File: src/rtl/ps2_key_display_ctrl.sv
// rtl/ps2_key_display_ctrl.sv - PS/2 scan-code sequencer feeding the hex seven-segment display
// Pops one FIFO byte per two clocks, decodes E0/F0 prefixes, holds the key and counts presses.
module ps2_key_display_ctrl #(
    parameter logic [7:0] BREAK_CODE  = 8'hF0,
    parameter logic [7:0] EXT_CODE    = 8'hE0,
    parameter logic [7:0] CNT_MAX_BCD = 8'h99
) (
    input  logic       clk,
    input  logic       clrn,
    input  logic       i_ready,
    input  logic [7:0] i_data,
    input  logic       i_overflow,
    output logic       o_nextdata_n,
    output logic [7:0] o_code,
    output logic [7:0] o_cnt,
    output logic       o_ext,
    output logic       o_key_down,
    output logic [3:0] o_blank,
    output logic       o_ovf_seen
);

    typedef enum logic {IDLE = 1'b0, PROC = 1'b1} state_t;

    state_t     state, state_nxt;
    logic [7:0] byte_r, byte_nxt;
    logic       brk, brk_nxt;
    logic       ext, ext_nxt;
    logic       nextdata_n_nxt;
    logic [7:0] code_nxt;
    logic [7:0] cnt_nxt;
    logic       o_ext_nxt;
    logic       key_down_nxt;
    logic [3:0] blank_nxt;
    logic       ovf_seen_nxt;

    function automatic logic [7:0] bcd_inc(input logic [7:0] v);
        logic [7:0] r;
        if (v == CNT_MAX_BCD) begin
            r = 8'h00;
        end else if (v[3:0] == 4'd9) begin
            r = {v[7:4] + 4'd1, 4'd0};
        end else begin
            r = {v[7:4], v[3:0] + 4'd1};
        end
        return r;
    endfunction

    always_ff @(posedge clk or negedge clrn) begin
        if (!clrn) begin
            state <= IDLE;
        end else begin
            state <= state_nxt;
        end
    end

    always_comb begin
        state_nxt = state;
        case (state)
            IDLE:    if (i_ready) state_nxt = PROC;
            PROC:    state_nxt = IDLE;
            default: state_nxt = IDLE;
        endcase
    end

    always_comb begin
        byte_nxt       = byte_r;
        brk_nxt        = brk;
        ext_nxt        = ext;
        nextdata_n_nxt = o_nextdata_n;
        code_nxt       = o_code;
        cnt_nxt        = o_cnt;
        o_ext_nxt      = o_ext;
        key_down_nxt   = o_key_down;
        blank_nxt      = o_blank;
        ovf_seen_nxt   = o_ovf_seen;

        case (state)
            IDLE: begin
                if (i_ready) begin
                    byte_nxt       = i_data;
                    nextdata_n_nxt = 1'b0;
                end
            end
            PROC: begin
                nextdata_n_nxt = 1'b1;
                if (byte_r == EXT_CODE) begin
                    ext_nxt = 1'b1;
                end else if (byte_r == BREAK_CODE) begin
                    brk_nxt = 1'b1;
                end else if (brk) begin
                    if (o_key_down && byte_r == o_code) begin
                        key_down_nxt = 1'b0;
                        o_ext_nxt    = 1'b0;
                    end
                    brk_nxt = 1'b0;
                    ext_nxt = 1'b0;
                end else begin
                    // Typematic repeats of the held code must not bump the count.
                    if (!o_key_down || byte_r != o_code) begin
                        code_nxt     = byte_r;
                        o_ext_nxt    = ext;
                        key_down_nxt = 1'b1;
                        cnt_nxt      = bcd_inc(o_cnt);
                    end
                    ext_nxt = 1'b0;
                end
            end
            default: nextdata_n_nxt = 1'b1;
        endcase

        // An overflow means the byte stream is broken: drop any partial prefix and this
        // cycle's decode, but leave the held key as it was.
        if (i_overflow) begin
            ovf_seen_nxt = 1'b1;
            brk_nxt      = 1'b0;
            ext_nxt      = 1'b0;
            code_nxt     = o_code;
            cnt_nxt      = o_cnt;
            o_ext_nxt    = o_ext;
            key_down_nxt = o_key_down;
        end

        // Blank flags keep their reset pattern until the first byte is decoded.
        if (state == PROC) begin
            blank_nxt = {(cnt_nxt[7:4] == 4'd0), 1'b0, {2{~key_down_nxt}}};
        end
    end

    always_ff @(posedge clk or negedge clrn) begin
        if (!clrn) begin
            byte_r       <= 8'h00;
            brk          <= 1'b0;
            ext          <= 1'b0;
            o_nextdata_n <= 1'b1;
            o_code       <= 8'h00;
            o_cnt        <= 8'h00;
            o_ext        <= 1'b0;
            o_key_down   <= 1'b0;
            o_blank      <= 4'b0011;
            o_ovf_seen   <= 1'b0;
        end else begin
            byte_r       <= byte_nxt;
            brk          <= brk_nxt;
            ext          <= ext_nxt;
            o_nextdata_n <= nextdata_n_nxt;
            o_code       <= code_nxt;
            o_cnt        <= cnt_nxt;
            o_ext        <= o_ext_nxt;
            o_key_down   <= key_down_nxt;
            o_blank      <= blank_nxt;
            o_ovf_seen   <= ovf_seen_nxt;
        end
    end

endmodule
File: config.mk
export PLATFORM = sky130hd
export DESIGN_NAME = ps2_key_display_ctrl
export DESIGN_NICKNAME = d
export VERILOG_FILES = /design/src/rtl/ps2_key_display_ctrl.sv
export SDC_FILE = /design/constraint.sdc
export NUM_CORES = 1
export LEC_CHECK = 0
export CORE_MARGIN = 3
export CORE_UTILIZATION = 49
export DETAILED_ROUTE_END_ITERATION = 7
export PLACE_DENSITY_LB_ADDON = 0.25
export SYNTH_ARGS = -nofsm -noshare
export SYNTH_HDL_FRONTEND = slang
export SYNTH_SLANG_ARGS = --single-unit
File: constraint.sdc
create_clock -name clk -period 2.8 [get_ports clk]
set_input_delay 0.56 -clock clk [delete_from_list [all_inputs] [get_ports clk]]
set_output_delay 0.56 -clock clk [all_outputs]
set_load 0.01 [all_outputs]
==> flow_summary.html, run 1 <==
<table>
<tr><th>Metric</th><th>Value</th></tr>
<tr><th colspan="2">Outcome</th></tr>
<tr><td>Outcome</td><td>finished clean</td></tr>
<tr><th colspan="2">Clocking</th></tr>
<tr><td>Clock latency at the later pin of the worst-skew pair</td><td>0.33 ns</td></tr>
<tr><td>CTS Root Buffer Type</td><td>clkbuf_4</td></tr>
<tr><td>Maximum root-to-sink buffer count</td><td>2</td></tr>
<tr><td>Clock slew at the register clock pins of the worst setup and hold paths</td><td>0.09 ns</td></tr>
<tr><td>H-tree levels</td><td>2</td></tr>
<tr><td>Number of clock buffers inserted by TritonCTS</td><td>5</td></tr>
<tr><td>Postcts setup bufs</td><td>0</td></tr>
<tr><td>Clock tree from TritonCTS</td><td>yes</td></tr>
<tr><td>Number of sinks driven by the clock tree</td><td>33</td></tr>
<tr><td>Post-CTS Resized</td><td>0</td></tr>
<tr><td>Count of hold buffers inserted by post-cts repair</td><td>0</td></tr>
<tr><th colspan="2">Critical path</th></tr>
<tr><td>Worst Path Required</td><td>3.02 ns</td></tr>
<tr><td>Arrival @ worst endpoint</td><td>2.48 ns</td></tr>
<tr><td>Crit Path Category</td><td>register to register</td></tr>
<tr><td>Peak fanout along the critical path</td><td>14</td></tr>
<tr><td>Worst setup SP type</td><td>register</td></tr>
<tr><td>Critical path capture point type</td><td>register</td></tr>
<tr><th colspan="2">Timing</th></tr>
<tr><td>Fin crit share</td><td>0.806</td></tr>
<tr><td>Maximum achievable frequency</td><td>0.443 GHz</td></tr>
<tr><td>Number of max-slew violations in the final report</td><td>0</td></tr>
<tr><td>Setup repair after global routing missed its margin</td><td>no</td></tr>
<tr><td>Setup tns final</td><td>0 ns</td></tr>
<tr><td>Relative max-transition margin</td><td>0.654</td></tr>
<tr><td>Final setup violating endpoints</td><td>0</td></tr>
<tr><td>Slew at the pin closest to its max-slew limit</td><td>0.515 ns</td></tr>
<tr><td>Tmin final</td><td>2.26 ns</td></tr>
<tr><td>Skew final</td><td>0.0112 ns</td></tr>
<tr><td>Count of final hold-check violations</td><td>0</td></tr>
<tr><th colspan="2">Routing</th></tr>
<tr><td>Via-per-instance ratio</td><td>5.19</td></tr>
<tr><td>Vias after detailed routing</td><td>1153</td></tr>
<tr><td>Iteration-0 DRC count of the detailed router</td><td>29</td></tr>
<tr><td>Average wire per cell in the routed design</td><td>14.5 um</td></tr>
<tr><td>Final Routed Wirelength</td><td>3230 um</td></tr>
<tr><td>Number of iterations in the first detailed-routing pass</td><td>6</td></tr>
<tr><td>Total DRC errors in the routed layout</td><td>0</td></tr>
<tr><td>Remaining number of nets flagged by the antenna check after routing</td><td>0</td></tr>
<tr><th colspan="2">Synth</th></tr>
<tr><td>Count of mapped cells out of synthesis</td><td>138</td></tr>
<tr><td>Proportion of synthesized flip-flops having asynchronous set or reset</td><td>1.00</td></tr>
<tr><td>Number of enable flip-flop cells after synthesis</td><td>0</td></tr>
<tr><td>Most used DFF post-synth</td><td>dfrtp_1</td></tr>
<tr><td>Distinct cell type count after synthesis</td><td>39</td></tr>
<tr><td>Flops &amp; latches, synth</td><td>33</td></tr>
<tr><td>Post-synthesis average cell area</td><td>11.7 um2</td></tr>
<tr><td>Synth warnings</td><td>0</td></tr>
<tr><td>Synth Area in Adders</td><td>0.0310</td></tr>
<tr><td>Simple logic cell fraction of the synthesized area</td><td>0.123</td></tr>
<tr><td>Number of nets produced by synthesis</td><td>154</td></tr>
<tr><td>Multiplexer share of the synthesized area</td><td>0.127</td></tr>
<tr><td>Netlist Area Pre-Place</td><td>0.00162 mm2</td></tr>
<tr><td>Proportion of synthesized chip area in sequential cells</td><td>0.513</td></tr>
<tr><td>Dominant combinational cell family by area after synthesis</td><td>multiplexers</td></tr>
<tr><td>Xor/xnor share of the synthesized area</td><td>0.0434</td></tr>
<tr><td>Post-synthesis compound-gate area fraction</td><td>0.120</td></tr>
<tr><th colspan="2">Floorplan</th></tr>
<tr><td>Initial cell density of the core</td><td>0.521</td></tr>
<tr><td>Die area</td><td>0.00402 mm2</td></tr>
<tr><td>Die span in y</td><td>63.4 um</td></tr>
<tr><td>Chip width</td><td>63.4 um</td></tr>
<tr><td>Rows</td><td>20</td></tr>
<tr><td>Ports</td><td>36</td></tr>
<tr><td>Core Box Area</td><td>0.00310 mm2</td></tr>
<tr><th colspan="2">Placed design</th></tr>
<tr><td>Dpl hpwl</td><td>2430 um</td></tr>
<tr><td># port buffers</td><td>34</td></tr>
<tr><td>Placer congestion estimate</td><td>0.772</td></tr>
<tr><td>Number of placed instances, taps included</td><td>214</td></tr>
<tr><th colspan="2">Final layout</th></tr>
<tr><td>Finished Layout Cells</td><td>222</td></tr>
<tr><td>Fraction of final layout cells sized beyond drive strength 1</td><td>0.213</td></tr>
<tr><td>Share of the core filled with cells in the final layout</td><td>0.665</td></tr>
<tr><td>Filler Cell Count</td><td>270</td></tr>
<tr><td>Net count reported at finish</td><td>193</td></tr>
<tr><td>Layout Area Growth over Synthesis</td><td>27.8%</td></tr>
<tr><td>N_diodes</td><td>0</td></tr>
<tr><th colspan="2">GRT</th></tr>
<tr><td>Total congestion overflow</td><td>0</td></tr>
<tr><td>Gr usage total</td><td>0.181</td></tr>
<tr><td>Wire length of the first global-routing pass</td><td>5580 um</td></tr>
<tr><td>Number of antenna violations at the first check in global routing</td><td>0</td></tr>
<tr><td>Number of global-route vias before repair</td><td>1217</td></tr>
<tr><td>Pin count of the biggest net entering global routing</td><td>34</td></tr>
<tr><th colspan="2">Power</th></tr>
<tr><td>Static leakage power</td><td>0.881 nW</td></tr>
<tr><td>Worst IR Drop VDD</td><td>0.510 mV</td></tr>
<tr><td>PwrDens</td><td>751 mW/mm2</td></tr>
<tr><th colspan="2">Job</th></tr>
<tr><td>Reported max-cap violation count</td><td>0</td></tr>
<tr><th colspan="2">Hold path</th></tr>
<tr><td>Type of the worst min-delay path</td><td>register to register</td></tr>
</table>
[where the power goes]
part / switching [mW] / internal [mW]
Clock: 0.159 / 0.146
Sequential: 0.121 / 0.578
Combinational: 0.241 / 0.306
[cells in the mapped netlist (3+ instances only)]
cell type,instances,area share
dfrtp_1,31,0.48
nor2_1,9,0.021
mux2_2,15,0.10
inv_1,9,0.021
a21o_1,3,0.014
xor2_1,8,0.043
a21oi_1,6,0.019
ha_1,4,0.031
nand2_1,9,0.021
nor3_1,3,0.0093
o21ai_0,7,0.022
nand3_1,3,0.0093
[sequential cells by signal, summed over array words and instances (netlist names)]
register,count
byte_r,8
o_cnt,8
o_code,8
o_blank,2
brk,1
ext,1
o_ext,1
o_key_down,1
o_nextdata_n,1
o_ovf_seen,1
state,1
[cells in the final DEF, fill, tap and decap left out, drive strengths merged, types with 2 or more instances in the layout]
master / netlist / routed
clkdlybuf4s50: 0 / 34
dfrtp: 31 / 31
mux2: 17 / 17
nand2: 11 / 11
inv: 9 / 9
nor2: 9 / 9
xor2: 8 / 8
o21ai: 7 / 7
clkbuf: 0 / 7
a21oi: 6 / 6
ha: 4 / 4
nor3: 3 / 3
nand3: 3 / 3
a21o: 3 / 3
or2: 2 / 2
dfstp: 2 / 2
buf: 4 / 2
nor4: 2 / 2
a31oi: 2 / 2
[metal layers]
layer / GRT usage / wire [um] / vias up
met1: 0.209 / 1370 / 556
met2: 0.295 / 1640 / 36
met5: 0 / 0 / -
met3: 0.0642 / 162 / 6
met4: 0.0889 / 49 / 0
li1: - / - / 555
[final cells by class]
type                    count  area (um2)  area share
clock buffers               7        65.1      0.0315
clock inverters             1        5.00     0.00242
inverters                   9        33.8      0.0164
multi-input cells          92         722       0.350
flip-flops and latches     33         828       0.401
well taps                  44        55.1      0.0267
repair buffers             36         355       0.172
[worst max-delay path, stage by stage, from the launching register on]
cell,delay (ns)
dfrtp_1,0.42
xor2_1,0.18
nor4_2,0.50
nand3_1,0.33
nand2_2,0.34
o21ai_0,0.15
a22o_1,0.24
[final timing paths]
check | endpoint | slack (ns) | from | cells after the start
worst max-delay path | o_cnt[3] | 0.54 | o_code[3] | 6
worst min-delay path | o_ovf_seen | 0.48 | o_ovf_seen | 1
worst max register to register | o_cnt[3] | 0.54 | o_code[3] | 6
worst min register to register | o_ovf_seen | 0.48 | o_ovf_seen | 1
max in group asynchronous | o_blank[1] | 1.84 | clrn | 2
min in group asynchronous | o_cnt[7] | 0.61 | clrn | 2
[through the flow]
step	worst slack, ns	total power, mW	area [um2]	hold slack [ns]
after floorplan	0.790	0.998	1620	0.264
after global placement	0.412	1.23	1990	0.458
after detailed placement	0.277	1.26	1990	0.462
after CTS	0.514	1.57	2060	0.485
after global routing	0.379	1.66	2060	0.515
final	0.544	1.55	2060	0.481
[kinds of logic after synthesis]
group	Yosys count
buffers and inverters	13
other	1
adders and majority gates	4
DFF	33
xor gates and xnor gates	8
AOI/OAI and AO/OA	26
muxes	18
and+or+nand+nor	35
Note: power is estimated with default switching activity, not from simulation.
==> inputs of run 2 (changes only) <==
==> constraint.sdc (replaced) <==
create_clock -name clk -period 2.33 [get_ports clk]
set_input_delay 0.466 -clock clk [delete_from_list [all_inputs] [get_ports clk]]
set_output_delay 0.466 -clock clk [all_outputs]
set_load 0.01 [all_outputs]
==> run 2 against run 1 <==
- sequential power is 20% higher
- core utilization is 0.52 points higher
- global-route usage is 0.93 points lower
- die area stayed put
- fmax is 10% higher
- via count is 1.3% higher
- routed wire length is 4.5% lower
- register-to-register slack worse by 0.27 ns
- first-iteration DRC count is 86% higher
- combinational power is 21% higher
- critical path depth is 2 higher
- count of clock-buffer cells in the layout is 1 higher
==> flow_summary.html, run 2 (synthesis gave the netlist of run 1 again) <==
<table>
<tr><th>Metric</th><th>Value</th></tr>
<tr><th colspan="2">Clocking</th></tr>
<tr><td>Clock tree from TritonCTS</td><td>yes</td></tr>
<tr><td>H-tree levels</td><td>2</td></tr>
<tr><td>Number of sinks driven by the clock tree</td><td>33</td></tr>
<tr><td>Postcts setup bufs</td><td>0</td></tr>
<tr><td>Count of hold buffers inserted by post-cts repair</td><td>0</td></tr>
<tr><td>CTS Root Buffer Type</td><td>clkbuf_4</td></tr>
<tr><td>Maximum root-to-sink buffer count</td><td>2</td></tr>
<tr><td>Clock latency at the later pin of the worst-skew pair</td><td>0.33 ns</td></tr>
<tr><td>Post-CTS Resized</td><td>0</td></tr>
<tr><td>Number of clock buffers inserted by TritonCTS</td><td>5</td></tr>
<tr><td>Clock slew at the register clock pins of the worst setup and hold paths</td><td>0.10 ns</td></tr>
<tr><th colspan="2">Placed design</th></tr>
<tr><td>Dpl hpwl</td><td>2290 um</td></tr>
<tr><td># port buffers</td><td>34</td></tr>
<tr><td>Placer congestion estimate</td><td>0.874</td></tr>
<tr><td>Setup Slack @ Placement</td><td>0.110 ns</td></tr>
<tr><td>Number of placed instances, taps included</td><td>219</td></tr>
<tr><th colspan="2">Critical path</th></tr>
<tr><td>End of the worst register-to-register path</td><td>o_blank[3]</td></tr>
<tr><td>Worst setup SP type</td><td>register</td></tr>
<tr><td>Critical path capture point type</td><td>register</td></tr>
<tr><td>Critical Path, Cell by Cell</td><td>inv_1, ha_1, and3b_2, o2111ai_2, a31oi_4, nand2_2, mux2_4, o41ai_2</td></tr>
<tr><td>Reg2Reg Launch Point</td><td>o_cnt[1]</td></tr>
<tr><td>Peak fanout along the critical path</td><td>5</td></tr>
<tr><td>Arrival @ worst endpoint</td><td>2.29 ns</td></tr>
<tr><td>Worst R2R Path Depth</td><td>8</td></tr>
<tr><td>Slack of the worst reg-to-reg path</td><td>0.28 ns</td></tr>
<tr><td>Cell with the biggest individual delay on the critical path</td><td>dfrtp_1</td></tr>
<tr><td>Buffer and inverter count on the worst path</td><td>1</td></tr>
<tr><td>Longest individual stage delay on the worst path</td><td>0.43 ns</td></tr>
<tr><td>Worst Path Required</td><td>2.57 ns</td></tr>
<tr><td>Crit Path Category</td><td>register to register</td></tr>
<tr><td>Kind of cell adding the most delay to the critical path</td><td>compound AO/OA/AOI/OAI gates</td></tr>
<tr><th colspan="2">Power</th></tr>
<tr><td>Total chip power</td><td>1.81 mW</td></tr>
<tr><td>Combinational cell fraction of total power</td><td>0.367</td></tr>
<tr><td>Clock network power share</td><td>0.167</td></tr>
<tr><td>Worst IR Drop VDD</td><td>0.488 mV</td></tr>
<tr><td>Static leakage power</td><td>0.891 nW</td></tr>
<tr><td>Cell Int Power</td><td>1.19 mW</td></tr>
<tr><td>Switching Fraction</td><td>0.341</td></tr>
<tr><td>Net switching power</td><td>0.616 mW</td></tr>
<tr><td>Share of total power in sequential cells</td><td>0.466</td></tr>
<tr><td>PwrDens</td><td>869 mW/mm2</td></tr>
<tr><th colspan="2">Routing</th></tr>
<tr><td>Average wire per cell in the routed design</td><td>13.6 um</td></tr>
<tr><td>Number of iterations in the first detailed-routing pass</td><td>4</td></tr>
<tr><td>Iteration-0 DRC count of the detailed router</td><td>54</td></tr>
<tr><td>Via-per-instance ratio</td><td>5.15</td></tr>
<tr><td>Vias after detailed routing</td><td>1168</td></tr>
<tr><td>Total DRC errors in the routed layout</td><td>0</td></tr>
<tr><td>Remaining number of nets flagged by the antenna check after routing</td><td>0</td></tr>
<tr><td>Final Routed Wirelength</td><td>3080 um</td></tr>
<tr><th colspan="2">Final layout</th></tr>
<tr><td>Layout Area Growth over Synthesis</td><td>28.8%</td></tr>
<tr><td>Finished Layout Cells</td><td>227</td></tr>
<tr><td>Fraction of final layout cells sized beyond drive strength 1</td><td>0.219</td></tr>
<tr><td>N_diodes</td><td>0</td></tr>
<tr><td>Most common cell after layout, fill and taps aside</td><td>clkdlybuf4s50_1</td></tr>
<tr><td>Top library cells by usage in the layout, fill and taps aside</td><td>clkdlybuf4s50_1 (34), dfrtp_1 (31), mux2_2 (15)</td></tr>
<tr><td>Top Registers</td><td>byte_r: 8 flops, o_cnt: 8 flops, o_code: 8 flops</td></tr>
<tr><td>Net count reported at finish</td><td>198</td></tr>
<tr><th colspan="2">GRT</th></tr>
<tr><td>Number of global-route vias before repair</td><td>1174</td></tr>
<tr><td>Number of antenna violations at the first check in global routing</td><td>0</td></tr>
<tr><td>Gr usage total</td><td>0.171</td></tr>
<tr><td>Total congestion overflow</td><td>0</td></tr>
<tr><td>Pin count of the biggest net entering global routing</td><td>34</td></tr>
<tr><td>Wire length of the first global-routing pass</td><td>5340 um</td></tr>
<tr><th colspan="2">Timing</th></tr>
<tr><td>Skew final</td><td>0.0118 ns</td></tr>
<tr><td>Final setup violating endpoints</td><td>0</td></tr>
<tr><td>Maximum achievable frequency</td><td>0.487 GHz</td></tr>
<tr><td>Number of max-slew violations in the final report</td><td>0</td></tr>
<tr><td>Tmin final</td><td>2.05 ns</td></tr>
<tr><td>Setup tns final</td><td>0 ns</td></tr>
<tr><td>Minimum hold slack</td><td>0.482 ns</td></tr>
<tr><td>Fin crit share</td><td>0.881</td></tr>
<tr><td>Final setup margin</td><td>0.278 ns</td></tr>
<tr><td>Setup repair after global routing missed its margin</td><td>no</td></tr>
<tr><td>Count of final hold-check violations</td><td>0</td></tr>
<tr><th colspan="2">Hold path</th></tr>
<tr><td>Type of the worst min-delay path</td><td>register to register</td></tr>
<tr><td>Hold_sp</td><td>o_blank[1]</td></tr>
<tr><td>Endpoint of the worst hold-timing path</td><td>o_blank[1]</td></tr>
<tr><td>Worst hold path cell count</td><td>2</td></tr>
<tr><th colspan="2">Outcome</th></tr>
<tr><td>Outcome</td><td>finished clean</td></tr>
<tr><th colspan="2">Floorplan</th></tr>
<tr><td>Ports</td><td>36</td></tr>
<tr><td>Rows</td><td>20</td></tr>
<tr><td>Core Box Area</td><td>0.00310 mm2</td></tr>
<tr><td>Initial cell density of the core</td><td>0.521</td></tr>
<tr><td>Chip width</td><td>63.4 um</td></tr>
<tr><td>Die area</td><td>0.00402 mm2</td></tr>
<tr><td>Die span in y</td><td>63.4 um</td></tr>
<tr><th colspan="2">Job</th></tr>
<tr><td>Reported max-cap violation count</td><td>0</td></tr>
</table>
## run 2: cell count changes in the layout (fill, tap and decap cells not counted)
| cell | change |
|---|---|
| clkinv_2 | -1 |
| clkbuf_8 | -2 |
| buf_4 | +5 |
| clkbuf_1 | +3 |
## run 2: how the worst max path moves through the flow
stage	end	cells past startpoint	start	slack (ns)
after CTS	o_blank[3]	8	o_cnt[1]	0.26
after global routing	o_cnt[3]	6	byte_r[0]	0.1
after detailed placement	o_blank[3]	7	i_overflow	0.11
after floorplan	o_blank[3]	8	o_cnt[1]	0.32
after global placement	o_blank[3]	7	i_overflow	0.17
final	o_blank[3]	8	o_cnt[1]	0.28
## run 2: through the flow
stage               utilization  instance area (um2)
finish                    0.671                 2080
global route              0.671                 2080
CTS                       0.671                 2080
detailed placement        0.655                 2030
global placement          0.655                 2030
floorplan                     -                 1620
## run 2: power by group through the flow
stage	logic, mW	clock network, mW	registers, mW
2_1_floorplan	0.332	0	0.868
3_3_place_gp	0.651	0	0.838
3_5_place_dp	0.668	0	0.850
4_1_cts	0.672	0.308	0.840
5_1_grt	0.736	0.340	0.864
6_report	0.664	0.302	0.842
## run 2: layer usage
layer	share of wire	GRT usage
met4	0.019	0.0755
met5	0	0
met3	0.060	0.0481
met1	0.43	0.208
met2	0.49	0.283
## run 2: final cells by class
| cell class | count | area, um2 |
|---|---|---|
| Clock buffer | 8 | 48.8 |
| Fill cell | 262 | 1020 |
| Multi-Input combinational cell | 92 | 722 |
| Inverter | 9 | 33.8 |
| Tap cell | 44 | 55.1 |
| Sequential cell | 33 | 828 |
| Timing Repair Buffer | 41 | 393 |
## run 2: tightest hold or removal path, cell delays in order (launching register included)
cell     delay (ns)
dfstp_2        0.38
inv_1          0.05
mux2i_1        0.06
==> inputs of run 3 (changes only) <==
--- a/config.mk
+++ b/config.mk
@@ -9,6 +9,7 @@
 export CORE_UTILIZATION = 49
 export DETAILED_ROUTE_END_ITERATION = 7
 export PLACE_DENSITY_LB_ADDON = 0.25
+export REMOVE_ABC_BUFFERS = 1
 export SYNTH_ARGS = -nofsm -noshare
 export SYNTH_HDL_FRONTEND = slang
 export SYNTH_SLANG_ARGS = --single-unit
==> run 3 against run 2 <==
- register-to-register slack worse by 0.07 ns
- flip-flop and latch count stayed put
- clock skew is 0.0059 ns lower
- fmax decreased by 3.3%
- cell count unchanged
- count of clock-buffer cells in the layout did not move
- largest power group unchanged
==> flow_summary.html, run 3 (synthesis gave the netlist of run 1 again) <==
<table>
<tr><th>Metric</th><th>Value</th></tr>
<tr><th colspan="2">Routing</th></tr>
<tr><td>Average wire per cell in the routed design</td><td>14.0 um</td></tr>
<tr><td>Number of iterations in the first detailed-routing pass</td><td>4</td></tr>
<tr><td>Total DRC errors in the routed layout</td><td>0</td></tr>
<tr><td>Iteration-0 DRC count of the detailed router</td><td>51</td></tr>
<tr><td>Final Routed Wirelength</td><td>3170 um</td></tr>
<tr><td>Remaining number of nets flagged by the antenna check after routing</td><td>0</td></tr>
<tr><td>Via-per-instance ratio</td><td>5.15</td></tr>
<tr><td>Vias after detailed routing</td><td>1168</td></tr>
<tr><th colspan="2">Placed design</th></tr>
<tr><td>Setup Slack @ Placement</td><td>0.0987 ns</td></tr>
<tr><td>Placer congestion estimate</td><td>0.810</td></tr>
<tr><td># port buffers</td><td>34</td></tr>
<tr><td>Dpl hpwl</td><td>2300 um</td></tr>
<tr><th colspan="2">Clocking</th></tr>
<tr><td>Clock latency at the later pin of the worst-skew pair</td><td>0.33 ns</td></tr>
<tr><td>Count of hold buffers inserted by post-cts repair</td><td>0</td></tr>
<tr><td>Clock tree from TritonCTS</td><td>yes</td></tr>
<tr><td>Postcts setup bufs</td><td>0</td></tr>
<tr><td>Number of sinks driven by the clock tree</td><td>33</td></tr>
<tr><td>Maximum root-to-sink buffer count</td><td>2</td></tr>
<tr><td>Number of clock buffers inserted by TritonCTS</td><td>5</td></tr>
<tr><td>CTS Root Buffer Type</td><td>clkbuf_4</td></tr>
<tr><td>Post-CTS Resized</td><td>0</td></tr>
<tr><td>Clock slew at the register clock pins of the worst setup and hold paths</td><td>0.10 ns</td></tr>
<tr><td>H-tree levels</td><td>2</td></tr>
<tr><th colspan="2">Hold path</th></tr>
<tr><td>Worst hold path cell count</td><td>2</td></tr>
<tr><td>Endpoint of the worst hold-timing path</td><td>o_blank[1]</td></tr>
<tr><td>Type of the worst min-delay path</td><td>register to register</td></tr>
<tr><td>Hold_sp</td><td>o_blank[1]</td></tr>
<tr><th colspan="2">Timing</th></tr>
<tr><td>Maximum achievable frequency</td><td>0.472 GHz</td></tr>
<tr><td>Fin crit share</td><td>0.910</td></tr>
<tr><td>Count of final hold-check violations</td><td>0</td></tr>
<tr><td>Skew final</td><td>0.00593 ns</td></tr>
<tr><td>Final setup margin</td><td>0.209 ns</td></tr>
<tr><td>Tmin final</td><td>2.12 ns</td></tr>
<tr><td>Setup repair after global routing missed its margin</td><td>no</td></tr>
<tr><td>Setup tns final</td><td>0 ns</td></tr>
<tr><td>Final setup violating endpoints</td><td>0</td></tr>
<tr><td>Number of max-slew violations in the final report</td><td>0</td></tr>
<tr><th colspan="2">Final layout</th></tr>
<tr><td>Most common cell after layout, fill and taps aside</td><td>clkdlybuf4s50_1</td></tr>
<tr><td>Net count reported at finish</td><td>198</td></tr>
<tr><td>N_diodes</td><td>0</td></tr>
<tr><td>Filler Cell Count</td><td>285</td></tr>
<tr><td>Top Registers</td><td>byte_r: 8 flops, o_cnt: 8 flops, o_code: 8 flops</td></tr>
<tr><td>Fraction of final layout cells sized beyond drive strength 1</td><td>0.224</td></tr>
<tr><td>Layout Area Growth over Synthesis</td><td>29.4%</td></tr>
<tr><td>Top library cells by usage in the layout, fill and taps aside</td><td>clkdlybuf4s50_1 (34), dfrtp_1 (31), mux2_2 (15)</td></tr>
<tr><th colspan="2">Power</th></tr>
<tr><td>Combinational cell fraction of total power</td><td>0.364</td></tr>
<tr><td>Net switching power</td><td>0.623 mW</td></tr>
<tr><td>Clock network power share</td><td>0.180</td></tr>
<tr><td>PwrDens</td><td>882 mW/mm2</td></tr>
<tr><td>Share of total power in sequential cells</td><td>0.457</td></tr>
<tr><td>Worst IR Drop VDD</td><td>0.423 mV</td></tr>
<tr><td>Static leakage power</td><td>0.897 nW</td></tr>
<tr><td>Switching Fraction</td><td>0.338</td></tr>
<tr><td>Cell Int Power</td><td>1.22 mW</td></tr>
<tr><th colspan="2">Floorplan</th></tr>
<tr><td>Core Box Area</td><td>0.00310 mm2</td></tr>
<tr><td>Chip width</td><td>63.4 um</td></tr>
<tr><td>Die area</td><td>0.00402 mm2</td></tr>
<tr><td>Die span in y</td><td>63.4 um</td></tr>
<tr><td>Initial cell density of the core</td><td>0.521</td></tr>
<tr><td>Rows</td><td>20</td></tr>
<tr><td>Ports</td><td>36</td></tr>
<tr><th colspan="2">GRT</th></tr>
<tr><td>Total congestion overflow</td><td>0</td></tr>
<tr><td>Pin count of the biggest net entering global routing</td><td>34</td></tr>
<tr><td>Number of global-route vias before repair</td><td>1277</td></tr>
<tr><td>Number of antenna violations at the first check in global routing</td><td>0</td></tr>
<tr><td>Gr usage total</td><td>0.186</td></tr>
<tr><td>Wire length of the first global-routing pass</td><td>5710 um</td></tr>
<tr><th colspan="2">Critical path</th></tr>
<tr><td>Worst setup SP type</td><td>register</td></tr>
<tr><td>Slack of the worst reg-to-reg path</td><td>0.21 ns</td></tr>
<tr><td>Arrival @ worst endpoint</td><td>2.35 ns</td></tr>
<tr><td>Worst Path Required</td><td>2.56 ns</td></tr>
<tr><td>Critical Path, Cell by Cell</td><td>ha_1, and3b_2, o2111ai_2, a31oi_4, nand2_2, mux2_4, o41ai_2</td></tr>
<tr><td>Cell with the biggest individual delay on the critical path</td><td>dfrtp_1</td></tr>
<tr><td>Buffer and inverter count on the worst path</td><td>0</td></tr>
<tr><td>End of the worst register-to-register path</td><td>o_blank[3]</td></tr>
<tr><td>Kind of cell adding the most delay to the critical path</td><td>compound AO/OA/AOI/OAI gates</td></tr>
<tr><td>Crit Path Category</td><td>register to register</td></tr>
<tr><td>Worst R2R Path Depth</td><td>7</td></tr>
<tr><td>Longest individual stage delay on the worst path</td><td>0.45 ns</td></tr>
<tr><td>Reg2Reg Launch Point</td><td>o_cnt[0]</td></tr>
<tr><td>Critical path capture point type</td><td>register</td></tr>
<tr><td>Peak fanout along the critical path</td><td>6</td></tr>
<tr><th colspan="2">Outcome</th></tr>
<tr><td>Outcome</td><td>finished clean</td></tr>
<tr><th colspan="2">Job</th></tr>
<tr><td>Reported max-cap violation count</td><td>0</td></tr>
</table>
==> run 3: cell count changes in the layout (fill, tap and decap cells not counted) <==
| cell | change |
|---|---|
| clkbuf_8 | +1 |
| clkbuf_1 | -1 |
==> run 3: through the flow <==
step           instance area [um2]   util  instances  total power, mW  hold WS (ns)
6_report                      2090  0.674        227             1.84         0.486
5_1_grt                       2090  0.674        227             1.99         0.503
4_1_cts                       2090  0.674        227             1.86         0.481
3_5_place_dp                  2030  0.655        219             1.52         0.458
3_3_place_gp                  2030  0.655        219             1.49         0.455
2_1_floorplan                 1580      -        134             1.19         0.170
==> run 3: area by class of cell <==
cell class	instances	area, um2	share of cell area
multi-input cells	92	722	0.345
clock buffers	8	58.8	0.0281
flip-flops and latches	33	828	0.396
repair buffers	41	393	0.188
inverters	9	33.8	0.0162
well taps	44	55.1	0.0263
==> run 3: worst reg2reg max path: stages (launching register included) <==
cell and delay [ns]:
dfrtp_1 0.45, ha_1 0.23, and3b_2 0.25, o2111ai_2 0.15, a31oi_4 0.25, nand2_2 0.09
mux2_4 0.31, o41ai_2 0.31
==> run 3: worst max path at each step <==
| stage | startpoint | end | slack [ns] | depth (start not counted) |
|---|---|---|---|---|
| after CTS | o_cnt[0] | o_blank[3] | 0.20 | 7 |
| after detailed placement | i_overflow | o_blank[3] | 0.1 | 7 |
| after floorplan | o_cnt[1] | o_blank[3] | 0.31 | 8 |
| final | o_cnt[0] | o_blank[3] | 0.21 | 7 |
| after global routing | o_cnt[1] | o_blank[3] | 0.07 | 8 |
| after global placement | i_overflow | o_blank[3] | 0.14 | 7 |
==> run 3: metal layers <==
metal | track usage | part of all wire | routed length, um | vias up
li1 | - | - | - | 565
met1 | 0.212 | 0.41 | 1310 | 556
met2 | 0.316 | 0.51 | 1630 | 45
met3 | 0.0713 | 0.066 | 209 | 2
met4 | 0.0647 | 0.0073 | 23 | 0
met5 | 0 | 0 | 0 | -
==> run 3: power groups by stage <==
stage | registers (mW) | logic (mW) | clock network (mW)
2_1_floorplan | 0.870 | 0.324 | 0
3_3_place_gp | 0.838 | 0.652 | 0
3_5_place_dp | 0.854 | 0.671 | 0
4_1_cts | 0.843 | 0.676 | 0.345
5_1_grt | 0.871 | 0.736 | 0.381
6_report | 0.842 | 0.671 | 0.331
